**src/rtl/lcd_pkg.sv**
```systemverilog
// lcd_pkg: shared FSM states, LCD register field positions and opcode constants for lcd_ctrl.
package lcd_pkg;
  typedef enum logic [2:0] {ST_IDLE, ST_SETUP, ST_PULSE, ST_HOLD, ST_WAIT, ST_INIT} lcd_state_e;
  localparam int LCD_ON_BIT = 31;
  localparam int LCD_RS_BIT = 10;
  localparam int LCD_DATA_MSB = 7;
  localparam int LCD_DATA_LSB = 0;
  localparam int CMD_W = 9;
  localparam logic [7:0] OP_CLEAR = 8'h01;
  localparam logic [7:0] OP_HOME = 8'h02;
  localparam logic [7:0] OP_HOME_ALT = 8'h03;
  localparam int INIT_LEN = 4;
  // Power-up sequence, first command in the low byte: function set, display on, clear, entry mode.
  localparam logic [8*INIT_LEN-1:0] INIT_ROM = {8'h06, 8'h01, 8'h0C, 8'h38};
  function automatic logic is_long_cmd(input logic rs, input logic [7:0] data);
    return !rs && (data == OP_CLEAR || data == OP_HOME || data == OP_HOME_ALT);
  endfunction
endpackage

```
**src/rtl/lcd_cmd_fifo.sv**
```systemverilog
// lcd_cmd_fifo: DEPTH x W synchronous command FIFO; a push into a full FIFO is taken when a pop happens the same cycle.
module lcd_cmd_fifo #(
  parameter int DEPTH = 4,
  parameter int W = 9
) (
  input  logic         clk,
  input  logic         rst,
  input  logic         push_i,
  input  logic [W-1:0] wdata_i,
  input  logic         pop_i,
  output logic [W-1:0] rdata_o,
  output logic         full_o,
  output logic         empty_o
);
  localparam int AW = $clog2(DEPTH);
  logic [W-1:0] mem_q [DEPTH];
  logic [AW-1:0] wptr_q, rptr_q;
  logic [AW:0] cnt_q;
  logic do_push, do_pop;
  assign empty_o = cnt_q == '0;
  assign full_o = cnt_q == (AW+1)'(DEPTH);
  assign do_pop = pop_i && !empty_o;
  assign do_push = push_i && (!full_o || do_pop);
  assign rdata_o = mem_q[rptr_q];
  always_ff @(posedge clk) begin
    if (do_push) mem_q[wptr_q] <= wdata_i;
  end
  always_ff @(posedge clk) begin
    if (rst) begin
      wptr_q <= '0;
      rptr_q <= '0;
      cnt_q <= '0;
    end else begin
      if (do_push) wptr_q <= wptr_q + AW'(1);
      if (do_pop) rptr_q <= rptr_q + AW'(1);
      cnt_q <= cnt_q + (AW+1)'(do_push) - (AW+1)'(do_pop);
    end
  end
endmodule

```
**src/rtl/lcd_ctrl.sv**
```systemverilog
// lcd_ctrl: queues LSU LCD register stores and replays them on an HD44780 bus with setup/pulse/hold/exec timing.
// Define LCD_INIT_SEQ_EN to issue the power-up command sequence automatically after reset.
module lcd_ctrl
  import lcd_pkg::*;
#(
  parameter int DEPTH = 4,
  parameter int SETUP_CYC = 2,
  parameter int PULSE_CYC = 12,
  parameter int HOLD_CYC = 2,
  parameter int EXEC_CYC = 1850,
  parameter int LONG_EXEC_CYC = 76000
) (
  input  logic        clk,
  input  logic        rst,
  input  logic [31:0] io_LCD,
  input  logic        lcd_wr,
  output logic [7:0]  lcd_data,
  output logic        lcd_rs,
  output logic        lcd_rw,
  output logic        lcd_en,
  output logic        lcd_on,
  output logic        busy,
  output logic        full,
  output logic        overflow
);
  localparam int CW = $clog2(LONG_EXEC_CYC + 1);
`ifdef LCD_INIT_SEQ_EN
  localparam lcd_state_e RST_STATE = ST_INIT;
  logic [2:0] idx_q;
`else
  localparam lcd_state_e RST_STATE = ST_IDLE;
`endif
  lcd_state_e state_q;
  logic [CW-1:0] cnt_q;
  logic [7:0] data_q;
  logic rs_q, en_q, on_q, ovf_q;
  logic [CMD_W-1:0] fifo_rdata;
  logic fifo_empty, fifo_full, fifo_pop;
  assign fifo_pop = state_q == ST_IDLE && !fifo_empty;
  lcd_cmd_fifo #(.DEPTH(DEPTH), .W(CMD_W)) u_fifo (
    .clk     (clk),
    .rst     (rst),
    .push_i  (lcd_wr),
    .wdata_i ({io_LCD[LCD_RS_BIT], io_LCD[LCD_DATA_MSB:LCD_DATA_LSB]}),
    .pop_i   (fifo_pop),
    .rdata_o (fifo_rdata),
    .full_o  (fifo_full),
    .empty_o (fifo_empty)
  );
  assign lcd_data = data_q;
  assign lcd_rs = rs_q;
  assign lcd_rw = 1'b0;
  assign lcd_en = en_q;
  assign lcd_on = on_q;
  assign busy = !fifo_empty || state_q != ST_IDLE;
  assign full = fifo_full;
  assign overflow = ovf_q;
  always_ff @(posedge clk) begin
    if (rst) begin
      state_q <= RST_STATE;
      cnt_q <= '0;
      data_q <= '0;
      rs_q <= 1'b0;
      en_q <= 1'b0;
      on_q <= 1'b0;
      ovf_q <= 1'b0;
`ifdef LCD_INIT_SEQ_EN
      idx_q <= '0;
`endif
    end else begin
      if (lcd_wr) on_q <= io_LCD[LCD_ON_BIT];
      if (lcd_wr && fifo_full && !fifo_pop) ovf_q <= 1'b1;
      case (state_q)
        ST_IDLE: begin
          if (!fifo_empty) begin
            data_q <= fifo_rdata[7:0];
            rs_q <= fifo_rdata[8];
            cnt_q <= CW'(SETUP_CYC);
            state_q <= ST_SETUP;
          end
        end
`ifdef LCD_INIT_SEQ_EN
        ST_INIT: begin
          data_q <= INIT_ROM[{idx_q[1:0], 3'b000} +: 8];
          rs_q <= 1'b0;
          on_q <= 1'b1;
          idx_q <= idx_q + 3'd1;
          cnt_q <= CW'(SETUP_CYC);
          state_q <= ST_SETUP;
        end
`endif
        ST_SETUP: begin
          cnt_q <= cnt_q == CW'(1) ? CW'(PULSE_CYC) : cnt_q - CW'(1);
          en_q <= cnt_q == CW'(1);
          state_q <= cnt_q == CW'(1) ? ST_PULSE : ST_SETUP;
        end
        ST_PULSE: begin
          cnt_q <= cnt_q == CW'(1) ? CW'(HOLD_CYC) : cnt_q - CW'(1);
          en_q <= cnt_q != CW'(1);
          state_q <= cnt_q == CW'(1) ? ST_HOLD : ST_PULSE;
        end
        ST_HOLD: begin
          if (cnt_q == CW'(1)) begin
            cnt_q <= is_long_cmd(rs_q, data_q) ? CW'(LONG_EXEC_CYC) : CW'(EXEC_CYC);
            state_q <= ST_WAIT;
          end else begin
            cnt_q <= cnt_q - CW'(1);
          end
        end
        ST_WAIT: begin
          if (cnt_q == CW'(1)) begin
`ifdef LCD_INIT_SEQ_EN
            state_q <= idx_q < 3'(INIT_LEN) ? ST_INIT : ST_IDLE;
`else
            state_q <= ST_IDLE;
`endif
          end else begin
            cnt_q <= cnt_q - CW'(1);
          end
        end
        default: state_q <= ST_IDLE;
      endcase
    end
  end
endmodule

```
**config.mk**
```make
export PLATFORM = sky130hd
export DESIGN_NAME = lcd_ctrl
export DESIGN_NICKNAME = d
export VERILOG_FILES = /design/src/rtl/lcd_pkg.sv /design/src/rtl/lcd_cmd_fifo.sv /design/src/rtl/lcd_ctrl.sv
export SDC_FILE = /design/constraint.sdc
export NUM_CORES = 1
export LEC_CHECK = 0
export BUFFER_PORTS_ARGS = -buffer_cell sky130_fd_sc_hd__buf_2
export CAP_MARGIN = 5
export CORE_UTILIZATION = 61
export CTS_CLUSTER_SIZE = 12
export DETAILED_ROUTE_END_ITERATION = 12
export PLACE_DENSITY = 0.8
export SLEW_MARGIN = 20
export SYNTH_ARGS = -nofsm -noshare
export SYNTH_HDL_FRONTEND = slang
export SYNTH_SLANG_ARGS = --single-unit
```
**constraint.sdc**
```tcl
create_clock -name clk -period 7.6 [get_ports clk]
set_clock_uncertainty 0.2 [all_clocks]
set_input_delay 0.38 -clock clk [delete_from_list [all_inputs] [get_ports clk]]
set_output_delay 0.38 -clock clk [all_outputs]
set_load 0.01 [all_outputs]
```
==> results, run 1 <==
- The first-pass GRT wire length is 11100 um.
- The count of different cell masters after synthesis is 55.
- After layout, the minimum clock period comes to 3060 ps.
- The share of the Yosys chip area taken by registers is 53.4%.
- In this run the most critical hold path is launched from io_LCD[3].
- The cell area power density is 412 nW/um2.
- The async set-reset flop share out of synthesis is 0%.
- The critical path in this run is classified as reg2reg.
- The terminus of the critical flop-to-flop path is cnt_q[9].
- Setup violations remaining at the end of the flow were counted as 0.
- The H-tree was split into 3 levels.
- The worst hold path depth is 1.
- The worst voltage drop across the vdd grid is 218 uV.
- The die extent in y is 77.6 um.
- For this run, design rule violations remaining after detail routing come to 0.
- The biggest fanout along the worst timing path is 14.
- Before CTS, the worst setup slack after placement is 4590 ps.
- Dividing the synthesized area by the synthesized cell count gives 10.8 um2.
- The number of port buffers is 26.
- The number of cells produced by synthesis is 323.
- The signal on the critical path passes through nor4_2 > nand4_1 > a21boi_1 > o21ai_0 > a31oi_1.
- The number of antenna violations at the first check in global routing came to 0.
- Summing all flip-flop and latch instances after layout gives 1860 um2.
- The register bit count reported by yosys is 75.
- Among all flip-flop cells after synthesis, the most frequent one is sky130_fd_sc_hd__dfxtp_1.
- During I/O placement, the number of pins put on the boundary was 50.
- CTS saw 75 sinks.
- For this run, the number of Yosys warnings is 0.
- For this design the static power due to leakage is 0.00136 uW.
- From left edge to right edge, the die measures 77.6 um.
- With fillers left out, the area of the finished cells amounts to 3810 um2.
- The number of cells in the finished layout apart from fillers is 420.
- When the netlist entered floorplanning its net count stood at 368.
- The instance area at placement is 3640 um2.
- The pin slew with the least headroom to its limit is 1040 ps.
- The post-route netlist has 17.5% of its cells at a drive strength greater than 1.
- Dividing the detail-routed via count by the number of cells gives 5.96.
- STA classifies the critical path endpoint as a flop.
- The area of the multi-input gates is 1510 um2.
- The total negative slack for setup checks is 0 ps.
- The die covers 6020 um2.
- The core region is 5510 um2.
- The flow ran to the end, and the final reports show no timing, DRC or antenna violations.
- The count of pins over their slew limit is 0.
- The repair_antennas step left the layout with diodes totalling 0.
- The quantity of gates resized following cts is 0.
- Broken down by cell family, the worst path's largest delay share belongs to compound AO/OA/AOI/OAI gates.
- For the worst setup path, the data arrival time is 3120 ps.
- The first-iteration detailed-routing DRC count is 284.
- The relative max-transition margin is 30.3%.
- The global routing usage summed across all routing layers is 24.4%.
- The tool flagged a number of max-cap violations equal to 0.
- Setup repair after global routing left no endpoint under its margin.
- Row generation in the floorplan step produced 27 rows.
- Dividing the detail-routed wire length by the instance count gives 15.8 um.
- The maximum buffer depth of the clock tree is 2.
- The total CTS buffers is 9.
- The number of hold buffers added after cts is 0.
- In this run the cell area of the synthesized design comes to 3490 um2.
- Counting the fill cells in the layout gives 386.
- For this run, the post-layout net count is 388.
- Once the floorplan was initialized, standard cells occupied 63.3% of the core.
- On the critical path, the stage with the largest delay is an instance of sky130_fd_sc_hd__a21boi_1.
- Detailed placement finished with a half-perimeter wire length of 4480 um.
- Counting flops with a built-in enable in the synthesized netlist gives 36.
- The number of setup buffers added after CTS is 0.
- The clock-pin slew reported for the worst setup and hold paths after clock tree synthesis is 80 ps.
- The worst setup margin is 4540 ps.
- The via count is 2503.
- The detail route stage leaves a number of antenna-violating nets equal to 0.
- The critical path buffer and inverter count is 0.
- The first-pass iteration count of the detailed router is 5.
- STA classifies the critical path startpoint as a flop.
- The number of placed instances, taps included, is 404.
- For the worst setup path, the data required time is 7660 ps.
- The count of endpoints failing hold in the final timing report is 0.
- The congestion estimate from routability-driven global placement came to 0.860.
- The clock root buffer is sky130_fd_sc_hd__clkbuf_8.
- The area added between synthesis and finish is 9.29%.
- The worst path uses 40.2% of the clock period.
- Wires add up to 6630 um.
- The reg2reg setup slack is 4540 ps.
- The length in cells of the worst reg-to-reg path is 5.
- The beginning of the worst register-to-register path is cnt_q[9].
- The path class of the tightest hold or removal check is in2reg.
- The number of global-route vias before repair is 2356.
- TritonCTS built the clock tree.
- The longest individual stage delay on the worst path is 980 ps.
- The later pin in the worst-skew pair is clocked with a latency of 340 ps.
- The worst hold path terminates at u_fifo.mem_q[2][3].
- The maximum frequency from static timing analysis is 327 MHz.
- For this run the aggregate overflow at the end of global routing stands at 0.
- The power after layout is 1570 uW.
- Entering global routing, the biggest net connects 44 pins.
-- cells by family (layout without fill, tap and decap cells) --
kind of cell	after synthesis	count (layout)	share of synthesized area (%)
AOI/OAI and AO/OA	72	72	12.7
xor gates and xnor gates	7	7	1.76
adders and majority gates	10	10	3.80
buffers and inverters	29	54	3.30
DFF	75	75	53.4
muxes	10	10	6.10
other	1	1	0.108
and+or+nand+nor	119	119	18.8
-- cells in the final DEF (no fill, tap or decap), types with 3 or more instances in the layout --
| cell | count |
|---|---|
| sky130_fd_sc_hd__or4_1 | 4 |
| sky130_fd_sc_hd__clkbuf_8 | 9 |
| sky130_fd_sc_hd__inv_1 | 12 |
| sky130_fd_sc_hd__a31oi_1 | 11 |
| sky130_fd_sc_hd__nor2b_1 | 5 |
| sky130_fd_sc_hd__nand3b_1 | 3 |
| sky130_fd_sc_hd__dfxtp_1 | 39 |
| sky130_fd_sc_hd__ha_1 | 9 |
| sky130_fd_sc_hd__nor3_1 | 11 |
| sky130_fd_sc_hd__nor3b_1 | 4 |
| sky130_fd_sc_hd__nor2_1 | 22 |
| sky130_fd_sc_hd__nand2_1 | 33 |
| sky130_fd_sc_hd__o21ai_0 | 17 |
| sky130_fd_sc_hd__edfxtp_1 | 36 |
| sky130_fd_sc_hd__mux4_2 | 9 |
| sky130_fd_sc_hd__nor4_1 | 4 |
| sky130_fd_sc_hd__buf_2 | 26 |
| sky130_fd_sc_hd__xnor2_1 | 6 |
| sky130_fd_sc_hd__nor4b_1 | 3 |
| sky130_fd_sc_hd__or3_1 | 6 |
| sky130_fd_sc_hd__a21oi_1 | 22 |
| sky130_fd_sc_hd__nand4_1 | 3 |
| sky130_fd_sc_hd__nand2b_1 | 4 |
| sky130_fd_sc_hd__and2_1 | 4 |
-- worst max path at each step --
stage,from,to,depth (start not counted)
3_5_place_dp,state_q[1],u_fifo.cnt_q[2],9
5_1_grt,cnt_q[9],cnt_q[13],5
2_1_floorplan,u_fifo.cnt_q[1],u_fifo.cnt_q[2],10
6_report,cnt_q[9],cnt_q[9],5
3_3_place_gp,cnt_q[9],cnt_q[9],5
4_1_cts,cnt_q[9],cnt_q[7],5
-- metal layers --
metal / vias up / GRT usage [%] / wire (um)
li1: 1241 / - / -
met1: 1186 / 29.3 / 2900
met2: 66 / 41.7 / 3340
met3: 10 / 5.41 / 288
met4: 0 / 11.3 / 106
met5: - / 0 / 0
-- through the flow --
step / hold WS, ps / utilization, %
final: 40.0 / 69.2
after floorplan: 266 / -
after global placement: 242 / 66.1
after CTS: 27.8 / 69.2
after detailed placement: 268 / 66.1
after global routing: 20.3 / 69.2
-- flip-flops by register name (all words and copies together) (netlist names), 2 cells and up --
signal         flops
u_fifo.mem_q      36
cnt_q             17
lcd_data           8
state_q            3
u_fifo.cnt_q       3
u_fifo.rptr_q      2
u_fifo.wptr_q      2
-- cell type report --
cell class                 count  area share (%)
inverter                      12            1.18
timing repair buffer          26            3.41
clock buffer                   9            3.25
sequential                    75            48.8
multi-input combinational    219            39.6
clock inverter                 7            1.31
tap                           72            2.36
-- Yosys cell counts, types with 2 or more instances --
cell                         n  area (um2)
sky130_fd_sc_hd__nand2_1    33         124
sky130_fd_sc_hd__nor2_1     22        82.6
sky130_fd_sc_hd__ha_1        9         113
sky130_fd_sc_hd__o2111ai_1   2        17.5
sky130_fd_sc_hd__and2_1      4        25.0
sky130_fd_sc_hd__o211ai_1    2        15.0
sky130_fd_sc_hd__a31oi_1    11        68.8
sky130_fd_sc_hd__or3_1       6        37.5
sky130_fd_sc_hd__nand2b_1    4        25.0
sky130_fd_sc_hd__nor2b_1     5        31.3
sky130_fd_sc_hd__a21oi_1    22         110
sky130_fd_sc_hd__dfxtp_1    39         781
sky130_fd_sc_hd__nand3b_1    3        22.5
sky130_fd_sc_hd__buf_1       4        15.0
sky130_fd_sc_hd__nand4_1     3        18.8
sky130_fd_sc_hd__nor4b_1     3        26.3
sky130_fd_sc_hd__a21boi_1    2        15.0
sky130_fd_sc_hd__inv_1      12        45.0
sky130_fd_sc_hd__o311ai_0    2        17.5
sky130_fd_sc_hd__o21ai_0    17        85.1
sky130_fd_sc_hd__or4_1       4        30.0
sky130_fd_sc_hd__nand3_1     2        10.0
sky130_fd_sc_hd__a211oi_1    2        15.0
sky130_fd_sc_hd__nor3b_1     4        30.0
sky130_fd_sc_hd__clkbuf_1   10        37.5
sky130_fd_sc_hd__nor3_1     11        55.1
sky130_fd_sc_hd__mux4_2      9         203
sky130_fd_sc_hd__edfxtp_1   36        1080
sky130_fd_sc_hd__or2_2       2        12.5
sky130_fd_sc_hd__nor3b_2     2        25.0
sky130_fd_sc_hd__buf_2       2        10.0
sky130_fd_sc_hd__xnor2_1     6        52.6
sky130_fd_sc_hd__nor4_2      2        25.0
sky130_fd_sc_hd__o31ai_1     2        15.0
sky130_fd_sc_hd__nor4_1      4        25.0
-- power breakdown --
| group | total (uW) | switching (uW) | internal (uW) |
|---|---|---|---|
| clock network | 267 | 148 | 120 |
| logic | 680 | 389 | 291 |
| registers | 624 | 109 | 515 |
Power figures use the tool's default switching activity.
==> inputs of run 2 (changes only) <==
--- a/config.mk
+++ b/config.mk
@@ -5,12 +5,13 @@
 export SDC_FILE = /design/constraint.sdc
 export NUM_CORES = 1
 export LEC_CHECK = 0
+export ABC_AREA = 1
 export BUFFER_PORTS_ARGS = -buffer_cell sky130_fd_sc_hd__buf_2
 export CAP_MARGIN = 5
-export CORE_UTILIZATION = 61
+export CORE_UTILIZATION = 52
 export CTS_CLUSTER_SIZE = 12
 export DETAILED_ROUTE_END_ITERATION = 12
-export PLACE_DENSITY = 0.8
+export PLACE_DENSITY = 0.72
 export SLEW_MARGIN = 20
 export SYNTH_ARGS = -nofsm -noshare
 export SYNTH_HDL_FRONTEND = slang
==> constraint.sdc (replaced) <==
create_clock -name clk -period 2.5 [get_ports clk]
set_clock_uncertainty 0.2 [all_clocks]
set_input_delay 0.125 -clock clk [delete_from_list [all_inputs] [get_ports clk]]
set_output_delay 0.125 -clock clk [all_outputs]
set_load 0.01 [all_outputs]
==> run 2 against run 1 <==
  * Clock-buffer cell count did not move
  * Via count is 20% higher
  * Worst setup slack worse by 4300 ps
  * Fmax is 35% higher
  * Sequential power rose to 2.9 times the previous value
  * Sequential share of layout area down 5.1 points
  * Non-clock buffer count grew 22
  * Total power grew to 3.6 times the previous value
  * Cell area grew 12%
  * Die area grew 23%
  * Critical path depth grew 7
  * Critical path type unchanged
  * Largest cell class unchanged
==> results, run 2 <==
- Leaving out fill and tap cells, the most frequent cells in the layout are 83 x sky130_fd_sc_hd__nor2_1, 68 x sky130_fd_sc_hd__nand2_1, 51 x sky130_fd_sc_hd__inv_1.
- The detail-routed net length per standard cell is 12.7 um.
- Fill cells in the final layout number 588.
- Using the TritonRoute via totals, the vias-per-cell ratio works out to 5.09.
- For the pin with the worst max-slew slack, the measured transition is 640 ps.
- After synthesis, the cell types taking the most area are sky130_fd_sc_hd__edfxtp_1 30%, sky130_fd_sc_hd__dfxtp_1 21%, sky130_fd_sc_hd__nor2_1 8.5%.
- The width of the die is 85.9 um.
- In this run the core area contains 30 standard-cell rows.
- Among all stages on the critical path, the largest delay is contributed by sky130_fd_sc_hd__dfxtp_1.
- Setup repair after global routing left no endpoint under its margin.
- The run finished with clean final reports.
- The area share of the leading cell type in the synthesized netlist is 29.5%.
- The via count is 3003.
- The worst path needs 2270 ps of the cycle, external delays included.
- The commonest cells after synthesis are 83 x sky130_fd_sc_hd__nor2_1, 68 x sky130_fd_sc_hd__nand2_1, 51 x sky130_fd_sc_hd__inv_1.
- The proportion of layout cells with a drive suffix above 1 is 15.4%.
- Counting flops with an async set or reset pin after synthesis yields a share of 0%.
- The post-layout net count is 534.
- The initial core utilization is 53.9%.
- IR analysis of the VDD net gives a maximum drop of 589 uV.
- The final setup violation count is 0.
- The most area-hungry cell type in the Yosys netlist is sky130_fd_sc_hd__edfxtp_1.
- Counting every net in the synthesized netlist gives 488.
- From synthesis to final layout, the design area changed by 16.3%.
- The synthesized netlist contains 33 unique library cells.
- The type of the worst setup path is reg2reg.
- The final critical path takes up 90.9% of the cycle.
- The total placed cells including tap cells is 559.
- The die extent in y is 85.9 um.
- The number of ports placed on the die boundary is 50.
- The leakage dissipation is 0.00190 uW.
- The maximum buffer depth of the clock tree is 2.
- Along the worst path, the maximum fanout reaches 7.
- In the global route stage, overall resource usage came out at 22.3%.
- The HPWL after detailed placement is 5020 um.
- The detailed router finished its first iteration with 114 violations.
- The final layout contains routed wiring with a total length of 7480 um.
- The global-route congestion overflow total is 0.
- sky130_fd_sc_hd__nor2_1 is the most common cell in the netlist.
- The core region area is 6790 um2.
- The number of antenna cells inserted is 0.
- The full die area is 7380 um2.
- The first-pass iteration count of the detailed router is 4.
- The worst setup path is captured at a flop.
- The yosys synthesis warning count is 0.
- The number of clock sinks seen by CTS is 75.
- The worst setup path is launched from a flop.
- Across all setup checks in the final design, the least slack found is 227 ps.
- The arrival time at the worst endpoint is 2350 ps.
- Summing internal, switching and leakage power gives 5640 uW.
- The total standard cell area after synthesis is 3660 um2.
- STA puts the critical path data required time at 2580 ps.
- Across the run, the number of max-cap violations was 0.
- TritonCTS built the clock tree.
- The largest net degree at the start of global routing is 23.
- The number of nets still failing antenna checks after routing is 0.
- The count of pins over their slew limit is 0.
- The largest single stage delay on the critical path is 470 ps.
- The count of endpoints failing hold in the final timing report was 0.
- The clock-pin slew reported for the worst setup and hold paths after clock tree synthesis is 90 ps.
- The relative max-transition margin is 57.3%.
- The register with the most flip-flops in the layout has 36 of them.
- For this run, design rule violations remaining after detail routing come to 0.
- The tree is rooted in a sky130_fd_sc_hd__clkbuf_8.
- Leaving out filler cells and counting taps, the final layout contains 590.
- The most frequently used flop master after synthesis is sky130_fd_sc_hd__dfxtp_1.
- The critical path goes through inv_2 > nand2_2 > inv_2 > nand2_1 > inv_1 > ha_1 > inv_1 > ha_1 > fa_1 > inv_1 > o21ai_0 > a21oi_1.
- The number of antenna violations at the first check in global routing is 0.
- The total CTS buffers is 9.
- Timing analysis after detailed placement gives a worst setup slack of 262 ps.
- The number of port buffers is 26.
- The clock latency of the later-clocked register in the worst-skew pair is 350 ps.
- In this run the post-CTS setup repair buffer count came out at 0.
- The portion of the post-synthesis area used by sequential elements is 50.8%.
- The depth of the CTS H-tree is 3.
- Each instance of the synthesized netlist takes up on average 8.27 um2.
- In this run the critical register-to-register path is launched from state_q[2].
- The register bit count reported by yosys is 75.
- The maximum frequency from static timing analysis is 440 MHz.
- The path class of the tightest hold or removal check is reg2reg.
- The number of synthesized flops with an enable pin is 36.
- The top register by number of flip-flops is u_fifo.mem_q.
- The number of global-route vias before repair is 2807.
- The most critical setup path has its startpoint at state_q[2].
- Among the stages of the critical path, the cell type that occurs most often is sky130_fd_sc_hd__inv_1.
- Counting every instance in the synthesized netlist gives 443.
- The first-pass GRT wire length is 12500 um.
- At the end of routability-driven placement, the weighted congestion stood at 0.887.
- The cell area power density is 1320 nW/um2.
- The startpoint of the most critical hold path is cnt_q[4].
- The total negative slack for setup checks is 0 ps.
- The most common cell after layout, fill and taps aside is sky130_fd_sc_hd__nor2_1.
[run 2: cell types whose count changed after synthesis, moves of 6 or more]
cell	delta
sky130_fd_sc_hd__nor2_1	+61
sky130_fd_sc_hd__inv_1	+39
sky130_fd_sc_hd__or3_1	-6
sky130_fd_sc_hd__nor3_1	-11
sky130_fd_sc_hd__nand2_1	+35
sky130_fd_sc_hd__nand3_1	+21
sky130_fd_sc_hd__o21ai_0	+26
sky130_fd_sc_hd__a21oi_1	+6
sky130_fd_sc_hd__mux4_2	-9
[run 2: timing repair]
action                    CTS  global route
hold endpoints to repair   54             0
hold buffers               15             0
resized for setup           0             0
[run 2: per-layer routing]
metal,GRT usage (%),share of wire (%)
met5,0,0
met1,25.9,45
met2,38.4,49
met4,11.4,2.6
met3,5.29,3.9
[run 2: worst paths after layout]
path | to | slack, ps | cells past startpoint
max | u_fifo.cnt_q[2] | 230 | 12
min | cnt_q[4] | 310 | 2
max reg2reg | u_fifo.cnt_q[2] | 230 | 12
min reg2reg | cnt_q[4] | 310 | 2
[run 2: power by group]
group	switching, uW	total [uW]	internal [uW]
Clock	490	968	478
Combinational	1850	2840	995
Sequential	244	1830	1580
[run 2: final cells by class]
class / count / area (um2) / area share [%]
Clock buffer: 9 / 124 / 2.91
Clock inverter: 7 / 83.8 / 1.97
Inverter: 57 / 216 / 5.08
Multi-Input combinational cell: 298 / 1520 / 35.7
Sequential cell: 75 / 1860 / 43.7
Tap cell: 96 / 120 / 2.82
Timing Repair Buffer: 48 / 333 / 7.81
[run 2: critical path: cells and delay by family, from the launching register on]
| family | cells | cell delay, ps |
|---|---|---|
| DFF | 1 | 470 |
| buffers and inverters | 5 | 330 |
| AOI/OAI and AO/OA | 2 | 230 |
| and+or+nand+nor | 2 | 160 |
| adders and majority gates | 3 | 820 |
[run 2: logic make-up after synthesis]
family	Yosys count	share of synthesized area, %
XOR/XNOR	7	1.67
buffers and inverters	70	7.62
AO/OA/AOI/OAI	87	12.7
flip-flops	75	50.8
adder cells (fa/ha/maj)	10	3.62
other	1	0.102
AND/OR/NAND/NOR	193	23.4
[run 2: metrics by stage]
stage / area [um2] / utilization, % / hold slack [ps]
4_1_cts: 4260 / 62.7 / 304
6_report: 4260 / 62.7 / 310
2_1_floorplan: 3660 / - / 23.9
3_5_place_dp: 3900 / 57.4 / 139
5_1_grt: 4260 / 62.7 / 306
3_3_place_gp: 3900 / 57.4 / 136
